<file path="src/rtl/pokey_chan_pair.sv">
// pokey_chan_pair: POKEY audio channel-pair divider, two 8-bit or one joined 16-bit down-counter.
// Define HIPASS_EN to add the channel-A high-pass flop clocked by i_hp_tick.
module pokey_chan_pair #(
  parameter int CNT_W      = 8,
  parameter int FAST_OFS8  = 3,
  parameter int FAST_OFS16 = 6
) (
  input  logic             i_clk,
  input  logic             i_rst_n,
  input  logic             i_tick_base,
  input  logic             i_fast_a,
  input  logic             i_fast_b,
  input  logic             i_join,
  input  logic [CNT_W-1:0] i_audf_a,
  input  logic [CNT_W-1:0] i_audf_b,
  input  logic             i_stimer,
  input  logic             i_hp_tick,
  output logic             o_borrow_a,
  output logic             o_borrow_b,
  output logic             o_tone_a,
  output logic             o_tone_b,
  output logic             o_tone_a_hp
);
  localparam int JW = 2*CNT_W + 1;
  localparam logic [CNT_W:0]  L_OFS8  = (CNT_W+1)'(FAST_OFS8);
  localparam logic [CNT_W:0]  L_ONE8  = (CNT_W+1)'(1);
  localparam logic [JW-1:0]   L_OFS16 = JW'(FAST_OFS16);
  localparam logic [JW-1:0]   L_ONE16 = JW'(1);
  logic [CNT_W:0] r_cnt_a, r_cnt_b, w_rel_a, w_rel_b;
  logic [JW-1:0]  r_cnt_j, w_rel_j;
  logic r_join, r_bor_a, r_bor_b, r_tone_a, r_tone_b;
  logic w_en_a, w_en_b, w_force, w_uf_a, w_uf_b;
  always_comb begin
    w_en_a  = i_fast_a | i_tick_base;
    w_en_b  = i_fast_b | i_tick_base;
    w_rel_a = {1'b0, i_audf_a} + (i_fast_a ? L_OFS8 : '0);
    w_rel_b = {1'b0, i_audf_b} + (i_fast_b ? L_OFS8 : '0);
    w_rel_j = {1'b0, i_audf_b, i_audf_a} + (i_fast_b ? L_OFS16 : '0);
    w_force = i_stimer | (i_join ^ r_join);
    w_uf_a  = !r_join && w_en_a && r_cnt_a == '0;
    w_uf_b  = w_en_b && (r_join ? r_cnt_j == '0 : r_cnt_b == '0);
  end
  // A join change reloads everything at once, so the new mode never starts from a stale count.
  always_ff @(posedge i_clk) begin
    if (!i_rst_n) begin
      r_cnt_a  <= '0;
      r_cnt_b  <= '0;
      r_cnt_j  <= '0;
      r_bor_a  <= 1'b0;
      r_bor_b  <= 1'b0;
      r_tone_a <= 1'b0;
      r_tone_b <= 1'b0;
      r_join   <= i_join;
    end else begin
      r_join   <= i_join;
      r_bor_a  <= w_uf_a & ~w_force;
      r_bor_b  <= w_uf_b & ~w_force;
      r_tone_a <= i_stimer ? 1'b0 : r_tone_a ^ (w_uf_a & ~w_force);
      r_tone_b <= i_stimer ? 1'b0 : r_tone_b ^ (w_uf_b & ~w_force);
      r_cnt_a  <= (w_force || w_uf_a) ? w_rel_a
                : (!r_join && w_en_a) ? r_cnt_a - L_ONE8 : r_cnt_a;
      r_cnt_b  <= (w_force || (!r_join && w_uf_b)) ? w_rel_b
                : (!r_join && w_en_b) ? r_cnt_b - L_ONE8 : r_cnt_b;
      r_cnt_j  <= (w_force || (r_join && w_uf_b)) ? w_rel_j
                : (r_join && w_en_b) ? r_cnt_j - L_ONE16 : r_cnt_j;
    end
  end
  assign o_borrow_a = r_bor_a;
  assign o_borrow_b = r_bor_b;
  assign o_tone_a   = r_tone_a;
  assign o_tone_b   = r_tone_b;
`ifdef HIPASS_EN
  logic r_hp;
  always_ff @(posedge i_clk) begin
    if (!i_rst_n) r_hp <= 1'b0;
    else if (i_hp_tick) r_hp <= r_tone_a;
  end
  assign o_tone_a_hp = r_tone_a ^ r_hp;
`else
  logic w_unused;
  assign w_unused    = i_hp_tick;
  assign o_tone_a_hp = r_tone_a;
`endif
endmodule

</file>
<file path="config.mk">
export PLATFORM = sky130hd
export DESIGN_NAME = pokey_chan_pair
export DESIGN_NICKNAME = d
export VERILOG_FILES = /design/src/rtl/pokey_chan_pair.sv
export SDC_FILE = /design/constraint.sdc
export NUM_CORES = 1
export LEC_CHECK = 0
export ABC_AREA = 0
export ABC_CLOCK_PERIOD_IN_PS = 2150
export BUFFER_PORTS_ARGS = -buffer_cell sky130_fd_sc_hd__buf_2
export CORE_UTILIZATION = 45
export CTS_CLUSTER_SIZE = 14
export DETAILED_ROUTE_END_ITERATION = 7
export PLACE_DENSITY = 0.73
export SLEW_MARGIN = 30
export SYNTH_ARGS = -nofsm -noshare
export SYNTH_HDL_FRONTEND = slang
export SYNTH_SLANG_ARGS = --single-unit
export TNS_END_PERCENT = 10
</file>
<file path="constraint.sdc">
create_clock -name i_clk -period 2.15 [get_ports i_clk]
set_input_delay 0.1075 -clock i_clk [delete_from_list [all_inputs] [get_ports i_clk]]
set_output_delay 0.1075 -clock i_clk [all_outputs]
set_load 0.01 [all_outputs]
</file>
==> results of run 1 <==
[worst paths after layout]
| kind | slack [ns] | from | cells after the start | to |
|---|---|---|---|---|
| max | 0.11 | r_cnt_b[0] | 7 | o_tone_b |
| min | 0.08 | i_audf_a[0] | 3 | r_cnt_j[0] |
| max reg2reg | 0.11 | r_cnt_b[0] | 7 | o_tone_b |
| min reg2reg | 0.48 | r_cnt_b[8] | 2 | r_cnt_b[8] |
[per-layer routing]
metal / part of all wire / up-vias
met3: 0.048 / 11
met1: 0.47 / 1261
met5: 0 / -
met4: 0.018 / 0
met2: 0.46 / 67
li1: - / 1380
[flip-flops by register name, summed over array words and instances (netlist names)]
name and count:
r_cnt_j 17, o_borrow_b 1, o_tone_b 1, o_tone_a 1, r_cnt_a 9, r_cnt_b 9, o_borrow_a 1, r_join 1
[worst min-delay path, cell delays in order]
cell and delay (ns):
buf_2 0.10, mux2i_1 0.06, nor2_1 0.07
[logic make-up after synthesis]
logic type	count (synthesis)	synth area share
AOI/OAI and AO/OA	74	0.1669
xor gates and xnor gates	44	0.1332
adders and majority gates	13	0.06399
buffers and inverters	34	0.04799
DFF	40	0.2767
muxes	7	0.02464
and+or+nand+nor	154	0.2866
[power breakdown]
part	total (mW)	internal, mW	leakage, nW	switching [mW]
Combinational	0.637	0.290	1.02	0.347
Clock	0.616	0.345	0.0552	0.271
Sequential	0.886	0.810	0.331	0.0752
[placed cells by master, fill, tap and decap left out, types with 2 or more instances in the layout]
cell      instances
nand3b_1          2
a211oi_1          6
nor4_1            9
inv_1            12
o21a_1            2
nand3_1          20
buf_2            27
nor2b_1           3
nor4_2            2
a31oi_1           5
o211ai_1          2
fa_1              3
nand4_1           5
or4_4             2
buf_4            19
xnor2_1          18
or4_1             5
nand2b_1          2
o211a_1           7
a31o_2            2
nand2_1          28
nor3_1           13
xor2_1           26
o31ai_1           3
and3_1            3
mux2i_1           6
ha_1             10
a21o_1            3
nor4b_1           3
o21ai_0          17
dfxtp_1          39
clkbuf_8          5
nor3_2            3
or3_1             4
nor2_1           37
a21oi_1          20
or2_2             4
[repair_timing]
item,4_1_cts,5_1_grt
hold buffers,1,0
hold endpoints to repair,1,0
resized for setup,0,7
setup endpoints to repair,0,18
[per-stage QoR]
stage	area (µm²)	utilization	setup TNS [ns]	hold WS [ns]	std cells
4_1_cts	3309	0.5460	0	0.08686	475
3_5_place_dp	3192	0.5266	0	0.2801	466
2_1_floorplan	2894	-	0	0.1352	366
5_1_grt	3346	0.5520	-0.004526	0.1183	475
6_report	3346	0.5520	0	0.08175	475
3_3_place_gp	3192	0.5266	0	0.2760	466
[final cells by class]
class	count	area, µm²	share of cell area
Sequential cell	40	802.0	0.2397
Timing Repair Buffer	48	307.8	0.09200
Clock inverter	2	35.03	0.01047
Tap cell	75	93.84	0.02805
Clock buffer	6	72.57	0.02169
Inverter	12	45.04	0.01346
Multi-Input combinational cell	292	1989	0.5946
==> flow_summary.ini, run 1 <==
[worst_setup_path]
slowest_stage = or4b_4
cp_cell_sequence = inv_1 > ha_1 > or4b_4 > nor4b_4 > a31oi_1 > or3_1 > a21oi_1
crit_type = flop to flop
max_stage_delay_ns = 0.49
crit_path_end_kind = flop
crit_buf_inv = 1
path_max_fanout = 4
path_delay_family = simple AND/OR/NAND/NOR gates
cp.arrival_ns = 2.28
startpoint_type = flop
required_ns = 2.39

[logic_synthesis]
yosysWarningCount = 0
synth_edf_count = 0
async_flop_share = 0
synth_most_common_cell = dfxtp_1
syn_inst = 366
synth_commonest_cells = dfxtp_1 (40), nor2_1 (37), nand2_1 (28)
yosys.area.top_type = dfxtp_1
synth.cell_area_um2 = 2894
seq_area_frac_synth = 0.2767
synth_flop_cell = dfxtp_1
synth.area.top_cells = dfxtp_1 (28%), xor2_1 (7.9%), xnor2_1 (5.4%)
synth_nets = 403
ys_ff_latch = 40
avgSynthCellArea_um2 = 7.907
ys_types = 54
synth_top_cell_area_share = 0.2767

[power]
ir_worst_vdd_uv = 413.6
fin_total_pwr_mw = 2.139
power.leakage_nw = 1.408
power.density_nw_per_um2 = 639.3

[grt]
grt.busiest_layer = met2
met2_usage = 0.3785
use_met3 = 0.03407
grt_pass1_vias = 2567
grt_max_degree = 32
grt-ovfl-total = 0
antenna_found_initial = 0
grt.total_usage = 0.2260
met1_usage = 0.2895
grt_first_pass_wirelength_mm = 11.52

[timing]
layout_worst_path_cycle_share = 0.9505
maxSlewHeadroom = 0.6393
fmax_mhz = 489.4
max_slew.worst_pin.slew_ns = 0.5378
setup_viol = 0
post-route-min-period_ns = 2.043
fin_ws_ns = 0.1065
drv_slew = 0
hold_violations = 0
fin_worst_skew_ns = 0.009672

[clock_network]
clk_latency_ns = 0.30
cts-buffers-inserted = 5
htree_num_levels = 2
cts_sinks = 40
post_cts_buffers = 0
cts.clk_slew.worst_paths_ns = 0.08
clockBufferDepth = 2
clk_root_buffer_cell = clkbuf_8
cts_tree = done

[floorplanning]
die_width_um = 82.20
rows = 28
die_h_um = 82.20
start_util = 0.4775
die_area_um2 = 6756
io_pins = 29
core_area_um2 = 6061

[detailed_routing]
wl_per_cell_um = 14.96
dr.first_iter.drc_count = 112
via_per_inst = 5.724
wirelength_mm = 7.107
first_pass_iters = 4
ant_nets = 0
drc_errors = 0
vias = 2719

[final_layout]
fill_cells = 584
diodes = 0
drive_above_1_share = 0.1875
layout.nets = 436
synthToLayoutAreaGrowth_pct = 15.61

[min_path]
worstHoldPathType = input pin to flop

[run]
cap_violations = 0

[placed_design]
hpwl_mm = 5.429
dpl_worst_slack_ns = 0.02032
gp_congestion = 0.8851
io_buffers = 27

[outcome]
status = completed
(Power assumes the default switching activity.)
==> run 2, diff against run 1 <==
- CORE_UTILIZATION: 45 -> 54
- PLACE_DENSITY: 0.73 -> 0.84
==> flow_summary.ini, run 2 (synthesized netlist as in run 1, its figures left out) <==
[timing]
setup_viol = 0
maxSlewHeadroom = 0.6431
fin_worst_skew_ns = 0.01177
hold_violations = 0
drv_slew = 0
layout_worst_path_cycle_share = 0.9468
max_slew.worst_pin.slew_ns = 0.5304
final.setup.tns_ns = 0
post-route-min-period_ns = 2.036
fin_hold_ws_ns = 0.06266
rsz0062_at_grt = true
fmax_mhz = 491.3

[clock_network]
clockBufferDepth = 2
clk_root_buffer_cell = clkbuf_8
clk_latency_ns = 0.31
cts_sinks = 40
cts.clk_slew.worst_paths_ns = 0.09
cts-buffers-inserted = 5
cts_tree = done
htree_num_levels = 2

[worst_setup_path]
endpoint = r_cnt_j[13]
crit_type = flop to flop
regToRegEndpoint = r_cnt_j[13]
reg2reg_slack_ns = 0.11
startpoint_type = flop
path_max_fanout = 5
reg2reg_depth = 5
crit_start = r_cnt_j[6]
reg2reg_from = r_cnt_j[6]
required_ns = 2.35
cp.arrival_ns = 2.23
crit_path_end_kind = flop

[grt]
grt-ovfl-total = 0
grt_max_degree = 32
antenna_found_initial = 0
grt_pass1_vias = 2508
grt_first_pass_wirelength_mm = 11.08
grt.total_usage = 0.2595

[final_layout]
final_cell_mix = dfxtp_1 (40), nor2_1 (37), nand2_1 (28), buf_2 (27), xor2_1 (26)
reg_top3 = r_cnt_j x17, r_cnt_a x9, r_cnt_b x9
regArea_um2 = 800.8
regMostFlops = r_cnt_j
layout.nets = 436
multi_input_comb_area_um2 = 1984
diodes = 0
fill_cells = 474
drive_above_1_share = 0.1850
layout_commonest_cell = dfxtp_1
largest_reg_flops = 17
synthToLayoutAreaGrowth_pct = 15.48
stdcell_count = 470

[detailed_routing]
ant_nets = 0
wirelength_mm = 6.984
first_pass_iters = 5
vias = 2812
wl_per_cell_um = 14.86
via_per_inst = 5.983
dr.first_iter.drc_count = 151
drc_errors = 0

[floorplanning]
die_area_um2 = 5656
start_util = 0.5630
io_pins = 29
core_area_um2 = 5140
die_h_um = 75.21
rows = 26
die_width_um = 75.21

[min_path]
worstHoldPathType = input pin to flop
holdPathStages = 3

[power]
power.density_nw_per_um2 = 647.3
fin_total_pwr_mw = 2.163
power.leakage_nw = 1.412
ir_worst_vdd_uv = 400.7

[placed_design]
io_buffers = 27
gp_congestion = 0.8933
placed_cells = 461
hpwl_mm = 5.140

[run]
cap_violations = 0

[outcome]
status = completed
-- run 2: what timing repair did --
item	in CTS	in global routing
gates resized for setup	0	5
hold endpoints to repair	1	0
endpoints found under the setup margin	0	13
buffers inserted	0	0
hold buffers	1	0
-- run 2: critical path, stage by stage (launching register included) --
cell     delay, ns
dfxtp_1       0.36
or4_4         0.56
or4_4         0.49
nor3_1        0.23
xor2_1        0.09
o211a_1       0.20
-- run 2: routing by layer --
| layer | vias up | GRT usage | routed length (µm) |
|---|---|---|---|
| met1 | 1311 | 0.3301 | 3136 |
| met4 | 0 | 0.09671 | 140 |
| met2 | 100 | 0.4384 | 3289 |
| met3 | 17 | 0.04819 | 418 |
| met5 | - | 0 | 0 |
| li1 | 1384 | - | - |
-- run 2: through the flow --
step,worst slack (ns),area (µm²),util
after global routing,-0.01785,3342,0.6502
final,0.1144,3342,0.6502
after global placement,0.09830,3186,0.6198
after floorplan,0.08841,2894,-
after detailed placement,0.04802,3186,0.6198
after CTS,0.02751,3312,0.6444
-- run 2: worst min-delay path by stage --
stage	startpoint	end	slack (ns)
after floorplan	i_join	r_join	0.14
after global placement	i_join	r_join	0.28
after detailed placement	i_join	r_join	0.28
after CTS	i_audf_a[0]	r_cnt_j[0]	0.07
after global routing	i_audf_a[0]	r_cnt_j[0]	0.10
final	i_audf_a[0]	r_cnt_j[0]	0.06
-- run 2: area by class of cell --
cell class / instances / share of cell area
multi-input cells: 292 / 0.5938
flip-flops and latches: 40 / 0.2396
repair buffers: 48 / 0.09210
well taps: 70 / 0.02621
clock buffers: 5 / 0.02059
clock inverters: 3 / 0.01423
inverters: 12 / 0.01348
-- run 2: where the power goes --
part / switching, mW / internal, mW
combinational: 0.344 / 0.287
sequential: 0.0734 / 0.810
clock: 0.299 / 0.350
==> run 3, diff against run 2 <==
- ABC_AREA: 0 -> 1
- CORE_UTILIZATION: 54 -> 55
==> flow_summary.ini, run 3 <==
[outcome]
status = completed

[logic_synthesis]
ys_ff_latch = 40
ys_types = 39
synth_nets = 572
synth_top_cell_area_share = 0.2339
synthAdderAreaFrac = 0.05409
avgSynthCellArea_um2 = 6.399
yosysWarningCount = 0
synth_compound_area_frac = 0.1181
synth_flop_cell = dfxtp_1
yosys-mux-area-fraction = 0
seq_area_frac_synth = 0.2339
synth.area.top_cells = dfxtp_1 (23%), nand2_1 (14%), inv_1 (7.7%)
synth.cell_area_um2 = 3423
synth_xor_area_frac = 0.08187
synth_commonest_cells = nand2_1 (126), inv_1 (70), nor2_1 (69)
synth_edf_count = 0
syn_inst = 535
synth-simple-area-share = 0.3933
synth_top_family_by_area = simple AND/OR/NAND/NOR gates
yosys.area.top_type = dfxtp_1
async_flop_share = 0
synth_most_common_cell = nand2_1

[clock_network]
clk_latency_ns = 0.30
cts-buffers-inserted = 5
clk_root_buffer_cell = clkbuf_8
cts.clk_slew.worst_paths_ns = 0.08
cts_sinks = 40
clockBufferDepth = 2
htree_num_levels = 2
cts_tree = done
cts_resized = 0

[placed_design]
io_buffers = 27
placed_cells = 628
gp_congestion = 0.9411
dpl_worst_slack_ns = 0.1768
hpwl_mm = 6.280
placed_area_um2 = 3570

[min_path]
worstHoldStart = i_audf_a[0]
worstHoldPathType = input pin to flop
holdPathStages = 2
hold_end = r_cnt_j[0]

[timing]
fin_ws_ns = 0.3320
max_slew.worst_pin.slew_ns = 0.4123
hold_violations = 0
maxSlewHeadroom = 0.7230
final.setup.tns_ns = 0
fin_hold_ws_ns = 0.08003
rsz0062_at_grt = false
fin_worst_skew_ns = 0.01353
layout_worst_path_cycle_share = 0.8456
fmax_mhz = 550.0
setup_viol = 0
drv_slew = 0
post-route-min-period_ns = 1.818

[detailed_routing]
via_per_inst = 5.314
vias = 3385
first_pass_iters = 5
drc_errors = 0
wirelength_mm = 7.996
wl_per_cell_um = 12.55
ant_nets = 0
dr.first_iter.drc_count = 260

[power]
power.leakage_nw = 1.793
power.density_nw_per_um2 = 580.4
fin_total_pwr_mw = 2.132
ir_worst_vdd_uv = 459.9

[run]
cap_violations = 0

[final_layout]
layout_commonest_cell = nand2_1
layout.nets = 598
regArea_um2 = 800.8
synthToLayoutAreaGrowth_pct = 7.310
final_util = 0.6168
design_area_um2 = 3674
multi_input_comb_area_um2 = 2216
largest_reg_flops = 17
regMostFlops = r_cnt_j
diodes = 0
reg_top3 = r_cnt_j x17, r_cnt_a x9, r_cnt_b x9
fill_cells = 577
stdcell_count = 637
final_cell_mix = nand2_1 (126), inv_1 (70), nor2_1 (69), nand3_1 (47), dfxtp_1 (40)
drive_above_1_share = 0.1317

[worst_setup_path]
crit_buf_inv = 4
cp.arrival_ns = 2.06
regToRegEndpoint = r_cnt_j[7]
crit_type = flop to flop
path_delay_family = simple AND/OR/NAND/NOR gates
crit_path_end_kind = flop
startpoint_type = flop
max_stage_delay_ns = 0.33
cp_cell_sequence = inv_1 > ha_1 > inv_1 > nor2_1 > nand2_1 > nor2_2 > nand3_4 > nand3_2 > inv_1 > a21oi_1 > nand2_1 > inv_1
crit_top_cell = inv_1
reg2reg_from = r_cnt_j[0]
slowest_stage = dfxtp_1
reg2reg_depth = 12
required_ns = 2.39
path_max_fanout = 11
reg2reg_slack_ns = 0.33

[floorplanning]
start_util = 0.5748
die_h_um = 80.90
core_area_um2 = 5956
rows = 28
die_width_um = 80.90
die_area_um2 = 6544
io_pins = 29

[grt]
antenna_found_initial = 0
grt_max_degree = 20
grt.total_usage = 0.2594
grt_first_pass_wirelength_mm = 13.30
grt-ovfl-total = 0
grt_pass1_vias = 3085
==> run 3: cell count changes in the layout (fill, tap and decap cells not counted), moves of 7 or more <==
cell / delta
o21ai_0: +10
buf_4: -15
nand2_1: +98
nor3_1: -7
inv_1: +58
nand3_1: +27
nor4_1: -10
nor2_1: +32
nor2_2: +8
xnor2_1: -9
==> run 3: how the worst max path moves through the flow <==
stage / end / cells after the start / start
after global placement: r_cnt_j[15] / 10 / i_fast_b
after detailed placement: r_cnt_j[15] / 10 / i_fast_b
after CTS: r_cnt_j[7] / 12 / r_cnt_j[0]
after global routing: o_tone_b / 10 / r_cnt_b[0]
after floorplan: r_cnt_j[15] / 12 / r_cnt_j[0]
final: r_cnt_j[7] / 12 / r_cnt_j[0]
==> run 3: timing repair <==
action                    in CTS  in global routing
hold buffers                   1                  0
hold endpoints to repair       1                  0
buffers inserted               0                  0
==> run 3: kinds of logic (layout without fill, tap and decap cells) <==
group	Yosys count	in the layout
AO/OA/AOI/OAI	70	70
XOR/XNOR	32	32
adder cells (fa/ha/maj)	13	13
buffers and inverters	88	115
flip-flops	40	40
AND/OR/NAND/NOR	292	292
==> run 3: where the power goes <==
part           switching, mW  total, mW  internal [mW]
Clock                  0.275      0.536          0.261
Combinational          0.461      0.722          0.262
Sequential            0.0641      0.874          0.810
Total                  0.800       2.13           1.33
==> run 3: cell type report <==
type | count | area share
repair buffers | 32 | 0.04768
clock buffers | 7 | 0.02350
flip-flops and latches | 40 | 0.2180
multi-input cells | 407 | 0.6032
inverters | 75 | 0.08004
well taps | 75 | 0.02554
clock inverters | 1 | 0.002044
==> run 3: worst reg2reg max path: stages (launching register included) <==
cell and delay, ns:
dfxtp_1 0.33, inv_1 0.10, ha_1 0.18, inv_1 0.04, nor2_1 0.08, nand2_1 0.06, nor2_2 0.12, nand3_4 0.17
nand3_2 0.26, inv_1 0.15, a21oi_1 0.16, nand2_1 0.06, inv_1 0.05
==> run 3: metal layers <==
metal / GRT usage / wire length (µm)
met5: 0 / 0
met3: 0.05393 / 350
met1: 0.3126 / 3593
met4: 0.1054 / 152
met2: 0.4462 / 3899
